[src/rtl/lif_neuron.sv]
//------------------------------------------------------------------------------
// lif_neuron
//
// Single leaky integrate-and-fire neuron with one binary synaptic input.
// Every clock the membrane potential gains WEIGHT when input_spike is high and
// loses LEAK unconditionally. When the candidate potential reaches THRESHOLD
// the neuron emits a one-cycle spike and the potential restarts from zero.
// Any charge above the threshold is discarded.
//
// Ports:
//   clk          in   system clock; all state changes on the rising edge
//   rst_n        in   synchronous, active-low reset
//   input_spike  in   presynaptic spike, level-sampled every rising edge
//   spike_out    out  registered postsynaptic spike, one cycle per fire
//
// Optional build macro:
//   LIF_REFRACTORY_EN  when defined, a fire starts a dead time of
//                      REFRACTORY_CYCLES cycles. During the dead time the
//                      input is ignored, the potential stays at 0 and the
//                      neuron cannot fire. Without the macro, integration
//                      resumes on the cycle right after a fire.
//------------------------------------------------------------------------------
module lif_neuron #(
   parameter int unsigned WEIGHT            = 10,
   parameter int unsigned THRESHOLD         = 15,
   parameter int unsigned LEAK              = 1,
   parameter int unsigned POTENTIAL_WIDTH   = 8,
   parameter int unsigned REFRACTORY_CYCLES = 2
) (
   input  logic clk,
   input  logic rst_n,
   input  logic input_spike,
   output logic spike_out
);

   // The candidate carries two extra bits: one for the sign, which lets us
   // see an underflow after the leak, and one for headroom, which lets us
   // see an overflow past the potential register range.
   localparam int unsigned CW = POTENTIAL_WIDTH + 2;

   localparam logic signed [CW-1:0] ZERO_S   = '0;
   localparam logic signed [CW-1:0] WEIGHT_S = CW'(WEIGHT);
   localparam logic signed [CW-1:0] LEAK_S   = CW'(LEAK);
   localparam logic signed [CW-1:0] THRESH_S = CW'(THRESHOLD);
   localparam logic signed [CW-1:0] MAX_S    = {2'b00, {POTENTIAL_WIDTH{1'b1}}};

   logic [POTENTIAL_WIDTH-1:0] potential_q, potential_d;
   logic                       spike_q, spike_d;
   logic signed [CW-1:0]       cand;
   logic                       integrate_en;
   logic                       fire;

`ifdef LIF_REFRACTORY_EN
   localparam int unsigned RW = (REFRACTORY_CYCLES > 0) ? $clog2(REFRACTORY_CYCLES + 1) : 1;
   localparam logic [RW-1:0] REFR_LOAD = RW'(REFRACTORY_CYCLES);

   logic [RW-1:0] refr_q, refr_d;

   // A nonzero counter means the neuron is still in its dead time.
   assign integrate_en = (refr_q == '0);

   always_comb begin
      refr_d = refr_q;
      if (refr_q != '0) begin
         refr_d = refr_q - 1'b1;
      end else if (fire) begin
         refr_d = REFR_LOAD;
      end
   end

   always_ff @(posedge clk) begin
      if (!rst_n) begin
         refr_q <= '0;
      end else begin
         refr_q <= refr_d;
      end
   end
`else
   assign integrate_en = 1'b1;

   // REFRACTORY_CYCLES has no effect in this build. It is kept so that both
   // builds share one parameter list, and it is referenced here only so that
   // it counts as used.
   if (REFRACTORY_CYCLES > 0) begin : g_refractory_param_unused
   end
`endif

   // All operands are signed and CW bits wide, so the sum cannot wrap.
   assign cand = $signed({2'b00, potential_q})
               + (input_spike ? WEIGHT_S : ZERO_S)
               - LEAK_S;

   assign fire = integrate_en && (cand >= THRESH_S);

   always_comb begin
      potential_d = potential_q;
      spike_d     = 1'b0;
      if (!integrate_en) begin
         potential_d = '0;
      end else if (fire) begin
         spike_d     = 1'b1;
         potential_d = '0;
      end else if (cand < ZERO_S) begin
         potential_d = '0;
      end else if (cand > MAX_S) begin
         // This branch is only reachable when THRESHOLD is set above the
         // register range. It is kept so the potential never wraps.
         potential_d = '1;
      end else begin
         potential_d = cand[POTENTIAL_WIDTH-1:0];
      end
   end

   always_ff @(posedge clk) begin
      if (!rst_n) begin
         potential_q <= '0;
         spike_q     <= 1'b0;
      end else begin
         potential_q <= potential_d;
         spike_q     <= spike_d;
      end
   end

   assign spike_out = spike_q;

endmodule

[config.mk]
export PLATFORM = sky130hd
export DESIGN_NAME = lif_neuron
export DESIGN_NICKNAME = d
export VERILOG_FILES = /design/src/rtl/lif_neuron.sv
export SDC_FILE = /design/constraint.sdc
export NUM_CORES = 1
export LEC_CHECK = 0
export ABC_AREA = 1
export ABC_CLOCK_PERIOD_IN_PS = 2280
export CAP_MARGIN = 10
export CORE_MARGIN = 5
export CORE_UTILIZATION = 40
export DETAILED_ROUTE_END_ITERATION = 8
export GPL_TIMING_DRIVEN = 0
export PLACE_DENSITY = 0.57
export SETUP_SLACK_MARGIN = 0.02
export SLEW_MARGIN = 15
export SYNTH_ARGS = -nofsm -noshare
export SYNTH_HDL_FRONTEND = slang
export SYNTH_SLANG_ARGS = --single-unit
[constraint.sdc]
create_clock -name clk -period 2.28 [get_ports clk]
set_input_delay 0.456 -clock clk [delete_from_list [all_inputs] [get_ports clk]]
set_output_delay 0.456 -clock clk [all_outputs]
set_load 0.05 [all_outputs]
Yosys cells after proc, flatten, opt, wreduce, memory -nomap -nowiden
Index checks and enable logic that the tools add are counted.
{ "totals": {"reg_bits": 9, "inputBits": 3, "output_inout_bits": 1, "word_cells": 12} }
{ "op_classes": {"addsub": 2, "order_cmp": 3, "n_mux": 3, "bitwise": 1, "reduce_logical": 1} }
{ "ops": {"columns": ["operator", "n"], "rows": [
  ["$ge 10x5->1 const B", 1],
  ["$gt 10x9->1 const B", 1],
  ["$lt 10x1->1 const B", 1],
  ["$sub 9x1->10 const B", 1],
  ["$add 8x4->9", 1],
  ["$mux 8", 1],
  ["$mux 4", 1],
  ["$reduce_or 3->1", 1],
  ["$mux 1", 1],
  ["$not 1->1", 1]
]} }

Logic depth before layout (Yosys ltp)
{ "logic_depth": {"word_depth": 5, "mapped_depth": 14, "ltp_nobuf": 14} }

Worst setup path after synthesis
Ideal clock, no wire load.
{ "synth_path": {"path_type": "input port to flip-flop", "startpoint": "input port input_spike", "endpoint": "register potential_q[0]", "setup_ps": 65, "arrival_time_ps": 2077, "required_ps": 2215, "slack_ps": 137, "cell_stages": 14, "path_buffers": 0, "cell_sequence": "inv_1 ha_1 inv_1 ha_1 fa_1 nand2_1 nand2_2 nand3_2 nand2_1 nand2_1 nand2_1 nor2_2 nand4_2 nor2_1"} }
{ "synth_between": {"elab_chain_cells": 5, "elab_cells_between_ends": 8, "classes_between": "add/sub (2); order compare (3); mux (2); reduce/logical (1)"} }
{ "synth_lines": {"columns": ["element", "line", "text"], "rows": [
  ["start, declared", "32", "input logic input_spike,"],
  ["$mux 4 (*)", "90", "+ (input_spike ? WEIGHT_S : ZERO_S)"],
  ["$add 8x4->9 (*)", "90", null],
  ["$sub 9x1->10 (*)", "91", "- LEAK_S;"],
  ["$ge 10x5->1 (tied with other cells)", "93", "assign fire = integrate_en && (cand >= THRESH_S);"],
  ["$reduce_or 3->1 (no source line) / $mux 8 (equally long branches)", null, null],
  ["end signal, assigned", "119", "potential_q <= potential_d;"],
  ["end, declared", "47", "logic [POTENTIAL_WIDTH-1:0] potential_q, potential_d;"]
]} }
Mark *: on every way between the ends. The rest lies on a longest branch, timed or not.
A chain may end at the register's enable or synchronous reset.

Worst setup path after layout
{ "layout_path": {"startpoint": "input port input_spike", "endpoint": "register potential_q[2]"} }
The elaborated chain is that of the path after synthesis.

==> impl_metrics.tcl <==
set metrics [dict create \
    status "finished clean" \
    slowest_delay_ns 0.40 \
    syn_area_um2 748 \
    clkTransAtPathRegs_ns 0.06 \
    cts_sinks 9 \
    hold_viol 0 \
    crit_required_ns 2.48 \
    rsz0062_at_grt "yes" \
    p_switching_mw 0.133 \
    area_growth_pct 19.2 \
    internal_power_mw 0.275 \
    sw_frac_of_total_pct 32.7 \
    n_antenna_cell 0 \
    synth_seq_cells 9 \
    rrSetupSlack_ns 0.22 \
    cts_made_buffers 3 \
    cp-startpoint "input_spike" \
    dieArea_mm2 0.00284 \
    core_mm2 0.00175 \
    gp_congestion 0.743 \
    io_buffers 3 \
    grt-ovfl-total 0 \
    grt_pass1_vias 554 \
    holdWs_ns 0.488 \
    cp_slowest_cell "fa_2" \
    r2r_cells 11 \
    nets 135 \
    setup.worst_path.end "potential_q[2]" \
    fin_cells 143 \
    insertion_delay_ns 0.26 \
    crit_path_cell_trace "dlygate4sd2_1 > inv_2 > ha_4 > inv_2 > ha_4 > fa_2 > xor2_1 > nand3_1 > nand3_2 > nor2_4 > nand4_4 > nor2_2" \
    ys.flop_type "dfxtp_1" \
    syn_inst 108 \
    drtIter0Drc 7 \
    dieHeight_um 53.3 \
    final-max-slew-violation-count 0 \
    dp_hpwl_um 1100 \
    fmax_mhz 462 \
    cts_tree "done" \
    grt_start_max_net_pins 7 \
    crit_path_start_kind "input port" \
    drc 0 \
    drt-total-wl_um 1330 \
    ioPinCount 4 \
    htreeDepth 1 \
    final_antenna_net_count 0 \
    drtPass1Iterations 4 \
    avgViaCountPerCell 4.43 \
    synth-seq-area-share_pct 24.1 \
    pwr-share-seq_pct 40.6 \
    critPathKind "input port to flop" \
    grt.total_usage_pct 11.8 \
    rows 15 \
    cts_buffer_depth 2 \
    maxCapViolCount 0 \
    worst_slew_pin_slew_ns 0.497 \
    endpoint_kind "flop" \
    syn_area_per_cell_um2 6.93 \
    hold_class "flop to flop" \
    utilization_pct 51.1 \
    timing.rr.start "potential_q[1]" \
    skew_ns 0.00185 \
    die_w_um 53.3 \
    grt_first_pass_wirelength_um 2330 \
    cts_setup_buffers 0 \
    synth_edf_count 0 \
    grt_antenna_before_repair 0 \
    min_period_ns 2.16 \
    layout-drive-gt1-share_pct 14.4 \
    cellPowerDensity_mw_per_mm2 458 \
    max_slew_margin_pct 66.7 \
    synth_warnings 0 \
    p_comb_share_pct 29.8 \
    worstReg2RegEnd "potential_q[2]" \
    vdd_drop_max_v 0.000293 \
    leakage_nw 0.481 \
    clockPowerShare_pct 29.6 \
    async_reset_ff_share_pct 0 \
    dp_cells 139 \
    crit_arrival_ns 2.36 \
    setup_viol 0 \
    cp_max_fo 4 \
    power_mw 0.409 \
    cts_root_buf "clkbuf_4" \
    routedWlPerCell_um 9.31 \
    synth_cell_types 19 \
    min_period_over_period_pct 94.9 \
    vias 634 \
    start_util_pct 42.9 \
]
[worst max-delay path, delay by kind of cell]
family	cells	cell delay (ns)
buf+inv	3	0.30
xor+xnor	1	0.19
simple gates	5	0.60
fa+ha+maj	3	0.81
[final cells by class]
class	count	area, um2
clock buffers	4	26.3
fillers	190	853
inverters	29	109
multi-input cells	73	517
flip-flops and latches	9	180
well taps	25	31.3
repair buffers	3	28.8
[Yosys cell counts, types with 2 or more instances]
cell | number | area [um2]
nand3_2 | 3 | 30.0
ha_1 | 12 | 150
inv_1 | 29 | 109
nand2_1 | 25 | 93.8
nor2_1 | 6 | 22.5
nand3_1 | 8 | 40.0
nand4_1 | 4 | 25.0
dfxtp_1 | 9 | 180
a21oi_1 | 2 | 10.0
[repair_timing]
action	in CTS	in global routing
pin swaps	6	0
setup endpoints to repair	5	2
gates resized for setup	9	2
hold buffers	0	0
[sequential cells by signal, indices dropped and copies added, names as in the netlist]
name and flops:
spike_out 1, potential_q 8
[logic make-up (layout without fill, tap and decap cells)]
| family | Yosys count | after routing | synth area share (%) |
|---|---|---|---|
| and+or+nand+nor | 50 | 50 | 32.3 |
| buffers and inverters | 29 | 36 | 14.5 |
| adders and majority gates | 13 | 13 | 22.7 |
| DFF | 9 | 9 | 24.1 |
| AOI/OAI and AO/OA | 5 | 5 | 4.68 |
| other | 1 | 4 | 0.501 |
| xor gates and xnor gates | 1 | 1 | 1.17 |
[layer usage]
metal	vias up	wire, um	GRT usage, %
met5	-	0	0
met3	2	16	2.54
met4	0	19	8.94
li1	348	-	-
met1	281	720	16.2
met2	3	575	15.5
[per-stage QoR]
stage                     area, um2  setup slack (ns)  TNS (ns)
after global placement          821            -0.528     -2.52
after CTS                       887             0.121         0
after floorplan                 759             0.137         0
after detailed placement        821            -0.586     -2.78
after global routing            892            0.0157         0
final                           892             0.116         0
[power by group through the flow]
stage / sequential, mW / clock (mW) / combinational (mW)
detailed placement: 0.170 / 0 / 0.113
global route: 0.167 / 0.144 / 0.138
global placement: 0.169 / 0 / 0.111
floorplan: 0.174 / 0 / 0.0849
finish: 0.166 / 0.121 / 0.122
CTS: 0.166 / 0.128 / 0.122
[placed cells by master (no fill, tap or decap), types with 3 or more instances in the layout]
| master | netlist | routed |
|---|---|---|
| conb_1 | 1 | 4 |
| inv_1 | 29 | 27 |
| nand4_1 | 4 | 4 |
| nand3_2 | 3 | 3 |
| dfxtp_1 | 9 | 9 |
| nand3_1 | 8 | 8 |
| nand2_1 | 25 | 25 |
| ha_1 | 12 | 10 |
| clkbuf_4 | 0 | 3 |
| nor2_1 | 6 | 4 |
[worst min path at each step]
stage | from | slack (ns) | cells after the start | to
after floorplan | potential_q[0] | 0.42 | 1 | potential_q[0]
after global placement | potential_q[0] | 0.43 | 1 | potential_q[0]
after detailed placement | potential_q[0] | 0.44 | 1 | potential_q[0]
after CTS | potential_q[0] | 0.49 | 1 | potential_q[0]
after global routing | potential_q[0] | 0.54 | 1 | potential_q[0]
final | potential_q[0] | 0.49 | 1 | potential_q[0]
Power figures use the tool's default switching activity.
==> edit 1: new RTL, same flow settings <==
The parameter `POTENTIAL_WIDTH` goes from 8 to 6.
--- a/src/rtl/lif_neuron.sv
+++ b/src/rtl/lif_neuron.sv
@@ -24,7 +24,7 @@
    parameter int unsigned WEIGHT            = 10,
    parameter int unsigned THRESHOLD         = 15,
    parameter int unsigned LEAK              = 1,
-   parameter int unsigned POTENTIAL_WIDTH   = 8,
+   parameter int unsigned POTENTIAL_WIDTH   = 6,
    parameter int unsigned REFRACTORY_CYCLES = 2
 ) (
    input  logic clk,
Function: no difference found for any inputs over 10 cycles, from zero or initial values and one cycle with rst_n low; that may be too few to reach the edited logic, so the function may still have changed.
==> edit 1 against the original RTL <==
Design area down 25%; area after synthesis shrank 31%; final cell count fell by 29%; total power shrank 10%; worst setup slack better by 67 ps; largest power group unchanged; critical path type unchanged; clock power shrank 12%; routed wire length shrank 27%; sequential cell count fell by 2.
==> edit 1: results (changes against the original RTL) <==
| Metric | Value |
|---|---|
| HPWL Detailed | `696 um (was 1.10 mm)` |
| DP Area | `566 um^2 (was 821 um^2)` |
| Sequential-to-total area share from yosys stat | `0.273 (was 0.241)` |
| Drt pass-1 iters | `4 (unchanged)` |
| First-pass GRT wire length | `1.74 mm (was 2.33 mm)` |
| FFs w/ async S/R, synth | `0 (unchanged)` |
| Reg clk slew, reported paths | `50 ps` |
| Worst setup SP type | `input port (unchanged)` |
| CTS Buf Count | `3 (unchanged)` |
| Arrival time at the worst endpoint | `2230 ps (was 2360 ps)` |
| Area contributors post-synth | `dfxtp_1 27%, ha_1 22%, inv_1 14% (was dfxtp_1 24%, ha_1 20%, inv_1 15%)` |
| Min-delay worst type | `reg2reg (unchanged)` |
| Clock Tree Buf Depth | `2 (unchanged)` |
| Root Buffer | `clkbuf_4 (unchanged)` |
| Gpl congestion | `0.792 (was 0.743)` |
| Fill cell count | `123 (was 190)` |
| Largest net degree at the start of global routing | `8 (was 7)` |
| Largest reg by FF count | `potential_q (unchanged)` |
| Synth cell count leaders | `19 x inv_1, 13 x nand2_1, 9 x ha_1 (was 29 x inv_1, 25 x nand2_1, 12 x ha_1)` |
| Pre-CTS WS | `-432 ps (was -586 ps)` |
| Crit-path max FO | `3 (was 4)` |
| Leak | `0.359 nW (was 0.481 nW)` |
| Routed vias | `467 (was 634)` |
| Layout Skew | `0.415 ps (was 1.85 ps)` |
| Status | `complete, no violations (unchanged)` |
| Largest register FFs | `6 (was 8)` |
| Synth Warn # | `0 (unchanged)` |
| Count of cell types in the netlist | `14 (was 19)` |
| All-Layer GR Usage | `0.119 (was 0.118)` |
| Tightest Pin Transition | `496 ps (was 497 ps)` |
| DR iter-0 viols | `7 (unchanged)` |
| Routed WL per cell | `9.56 um (was 9.31 um)` |
| Vias in the first global route | `434 (was 554)` |
| Most common cell in the synthesized netlist | `inv_1 (unchanged)` |
| Share of layout cells above drive strength 1 | `0.207 (was 0.144)` |
| Top_reg_cell synth | `dfxtp_1 (unchanged)` |
| Crit path largest cell delay | `370 ps (was 400 ps)` |
| IO Port Bufs | `3 (unchanged)` |
| Worst IR Drop VDD | `0.315 mV (was 0.293 mV)` |
| Slowest cell on crit path | `fa_2 (unchanged)` |
| Clk Latency, worst-skew pair | `240 ps (was 260 ps)` |
| Nets | `101 (was 135)` |
| ANT cells | `0 (unchanged)` |
edit 1: cell families after synthesis:
logic type / count (synthesis) / synth area share
and+or+nand+nor: 30 / 0.266
DFF: 7 / 0.273
buffers and inverters: 19 / 0.139
adders and majority gates: 10 / 0.259
other: 1 / 0.00731
AOI/OAI and AO/OA: 5 / 0.0561
edit 1: per-stage QoR:
stage                     utilization  power [mW]  instances
after floorplan                     -       0.214         73
after global routing            0.537       0.397        102
after global placement          0.452       0.236         91
after CTS                       0.529       0.367        101
final                           0.537       0.367        102
after detailed placement        0.452       0.236         91
edit 1: final cells by class:
type                       instances  share of cell area
clock buffer                       4              0.0390
inverter                          19               0.106
multi-input combinational         47               0.498
sequential                         7               0.208
tap                               15              0.0279
timing repair buffer              10               0.121
edit 1: final timing paths:
check                  from        endpoint  slack, ps  cells past startpoint
min reg2reg  potential_q[0]  potential_q[0]        500                      1
max reg2reg  potential_q[1]  potential_q[3]        290                     13
max             input_spike  potential_q[3]        180                     14
min          potential_q[0]  potential_q[0]        500                      1
edit 1: report_power, final:
group          internal (mW)  switching (mW)  total [mW]
registers              0.130         0.00385       0.134
logic                 0.0573          0.0692       0.127
clock network         0.0664          0.0397       0.106
edit 1: layer usage:
layer  wire length [um]  vias up  global-route usage
li1                   -      251                   -
met1                432      207               0.137
met2                507        7               0.192
met3                 24        2              0.0119
met4                 10        0               0.102
met5                  0        -                   0
edit 1: worst max-delay path: cells and delay by family:
family / cells / cell delay (ps)
buffers and inverters: 8 / 850
adders and majority gates: 3 / 780
and+or+nand+nor: 3 / 150
edit 1: repair_timing:
| action | CTS | global route |
|---|---|---|
| buffers inserted | 6 | 1 |
| pin swaps | 8 | 1 |
| setup endpoints to repair | 5 | 4 |
| gates resized for setup | 7 | 1 |
==> edit 2: new RTL, same flow settings <==
Made on the original files. Add an input register stage for `input_spike`; this delays it by one clock.
--- a/src/rtl/lif_neuron.sv
+++ b/src/rtl/lif_neuron.sv
@@ -44,6 +44,12 @@
    localparam logic signed [CW-1:0] THRESH_S = CW'(THRESHOLD);
    localparam logic signed [CW-1:0] MAX_S    = {2'b00, {POTENTIAL_WIDTH{1'b1}}};
 
+   logic input_spike_q;
+
+   always_ff @(posedge clk) begin
+      input_spike_q <= input_spike;
+   end
+
    logic [POTENTIAL_WIDTH-1:0] potential_q, potential_d;
    logic                       spike_q, spike_d;
    logic signed [CW-1:0]       cand;
@@ -87,7 +93,7 @@
 
    // All operands are signed and CW bits wide, so the sum cannot wrap.
    assign cand = $signed({2'b00, potential_q})
-               + (input_spike ? WEIGHT_S : ZERO_S)
+               + (input_spike_q ? WEIGHT_S : ZERO_S)
                - LEAK_S;
 
    assign fire = integrate_en && (cand >= THRESH_S);
Function: changed (Yosys sat finds a counterexample within 4 cycles, from zero or initial values and one cycle with rst_n low).
==> edit 2 against the original RTL <==
Hold slack lost 28 ps; clock skew grew 0.71 ps; worst setup slack gained 69 ps; sequential cell count grew 1; design area grew 0.70%; area after synthesis grew 2.7%; total power grew 12%; final cell count grew 0.70%; routed wire length shrank 4.1%.
==> edit 2: results (changes against the original RTL) <==
| Metric | Value |
|---|---|
| Area contributors post-synth | `dfxtp_1 26%, ha_1 20%, inv_1 14% (was dfxtp_1 24%, ha_1 20%, inv_1 15%)` |
| Gpl congestion | `0.823 (was 0.743)` |
| Via density | `4.33 (was 4.43)` |
| Adder-Cell Fraction of Synth Area | `0.221 (was 0.227)` |
| All-Layer GR Usage | `0.106 (was 0.118)` |
| Multi-input combinational area share | `0.547 (was 0.579)` |
| Routed WL | `1.28 mm (was 1.33 mm)` |
| Signal buffers share of area | `0.0334 (was 0.0323)` |
| Fill cell count | `192 (was 190)` |
| Synth cell count leaders | `29 x inv_1, 25 x nand2_1, 12 x ha_1 (unchanged)` |
| Vias in the first global route | `595 (was 554)` |
| Post-route cell area | `898 um^2 (was 892 um^2)` |
| DP Area | `841 um^2 (was 821 um^2)` |
| FFs w/ async S/R, synth | `0 (unchanged)` |
| Share of layout cells above drive strength 1 | `0.118 (was 0.144)` |
| Reg2Reg Setup Slack | `190 ps (was 220 ps)` |
| Nonclk inv count | `29 (unchanged)` |
| Complex-gate fraction of the synthesized area | `0.0456 (was 0.0468)` |
| M1 GR Usage | `0.135 (was 0.162)` |
| Arrival time at the worst endpoint | `2290 ps (was 2360 ps)` |
| Metal3 WL | `36 um (was 16 um)` |
| TritonCTS Sinks | `10 (was 9)` |
| Layout Skew | `2.56 ps (was 1.85 ps)` |
| Slowest cell on crit path | `fa_2 (unchanged)` |
| HPWL Detailed | `1.08 mm (was 1.10 mm)` |
| Sequential-to-total area share from yosys stat | `0.261 (was 0.241)` |
| Crit path largest cell delay | `390 ps` |
| Synth Warn # | `0 (unchanged)` |
| Xor and xnor fraction of the mapped netlist area | `0.0114 (was 0.0117)` |
| Worst IR Drop VDD | `0.344 mV (was 0.293 mV)` |
| Leak | `0.496 nW (was 0.481 nW)` |
| FF+latch area | `200 um^2 (was 180 um^2)` |
| Non-CTS buffers | `3 (unchanged)` |
| DRT met1 WL | `647 um (was 720 um)` |
| WL met2 | `578 um (was 575 um)` |
| Met2 Usage GRT | `0.163 (was 0.155)` |
| First-pass GRT wire length | `2.23 mm (was 2.33 mm)` |
| Clk tree area frac | `0.0404 (was 0.0295)` |
| Status | `complete, no violations (unchanged)` |
| Met3 Usage GRT | `0.0194 (was 0.0254)` |
| DR iter-0 viols | `3 (was 7)` |
| Post_cts resized | `0 (was 9)` |
| Nets | `136 (was 135)` |
## edit 2: changes by cell type after synthesis
| cell | unedited run | this run |
|---|---|---|
| dfxtp_1 | 9 | 10 |
## edit 2: power breakdown
part	internal, mW	switching (mW)	total [mW]
registers	0.182	0.00331	0.185
logic	0.0441	0.0750	0.119
clock network	0.0967	0.0561	0.153
## edit 2: per-stage QoR
step / utilization / hold WS, ps / cells / total power, mW / setup slack (ps)
5_1_grt: 0.504 / 479 / 144 / 0.493 / 34.8
4_1_cts: 0.492 / 466 / 144 / 0.461 / 56.8
6_report: 0.504 / 460 / 144 / 0.457 / 186
3_5_place_dp: 0.472 / 451 / 140 / 0.302 / 83.2
3_3_place_gp: 0.472 / 431 / 140 / 0.300 / 91.2
2_1_floorplan: - / 417 / 112 / 0.278 / 298
## edit 2: worst paths after layout
kind,to,start,depth (start not counted)
worst max-delay path,potential_q[0],input_spike_q,11
worst min-delay path,potential_q[0],potential_q[0],1
worst max register to register,potential_q[0],input_spike_q,11
worst min register to register,potential_q[0],potential_q[0],1
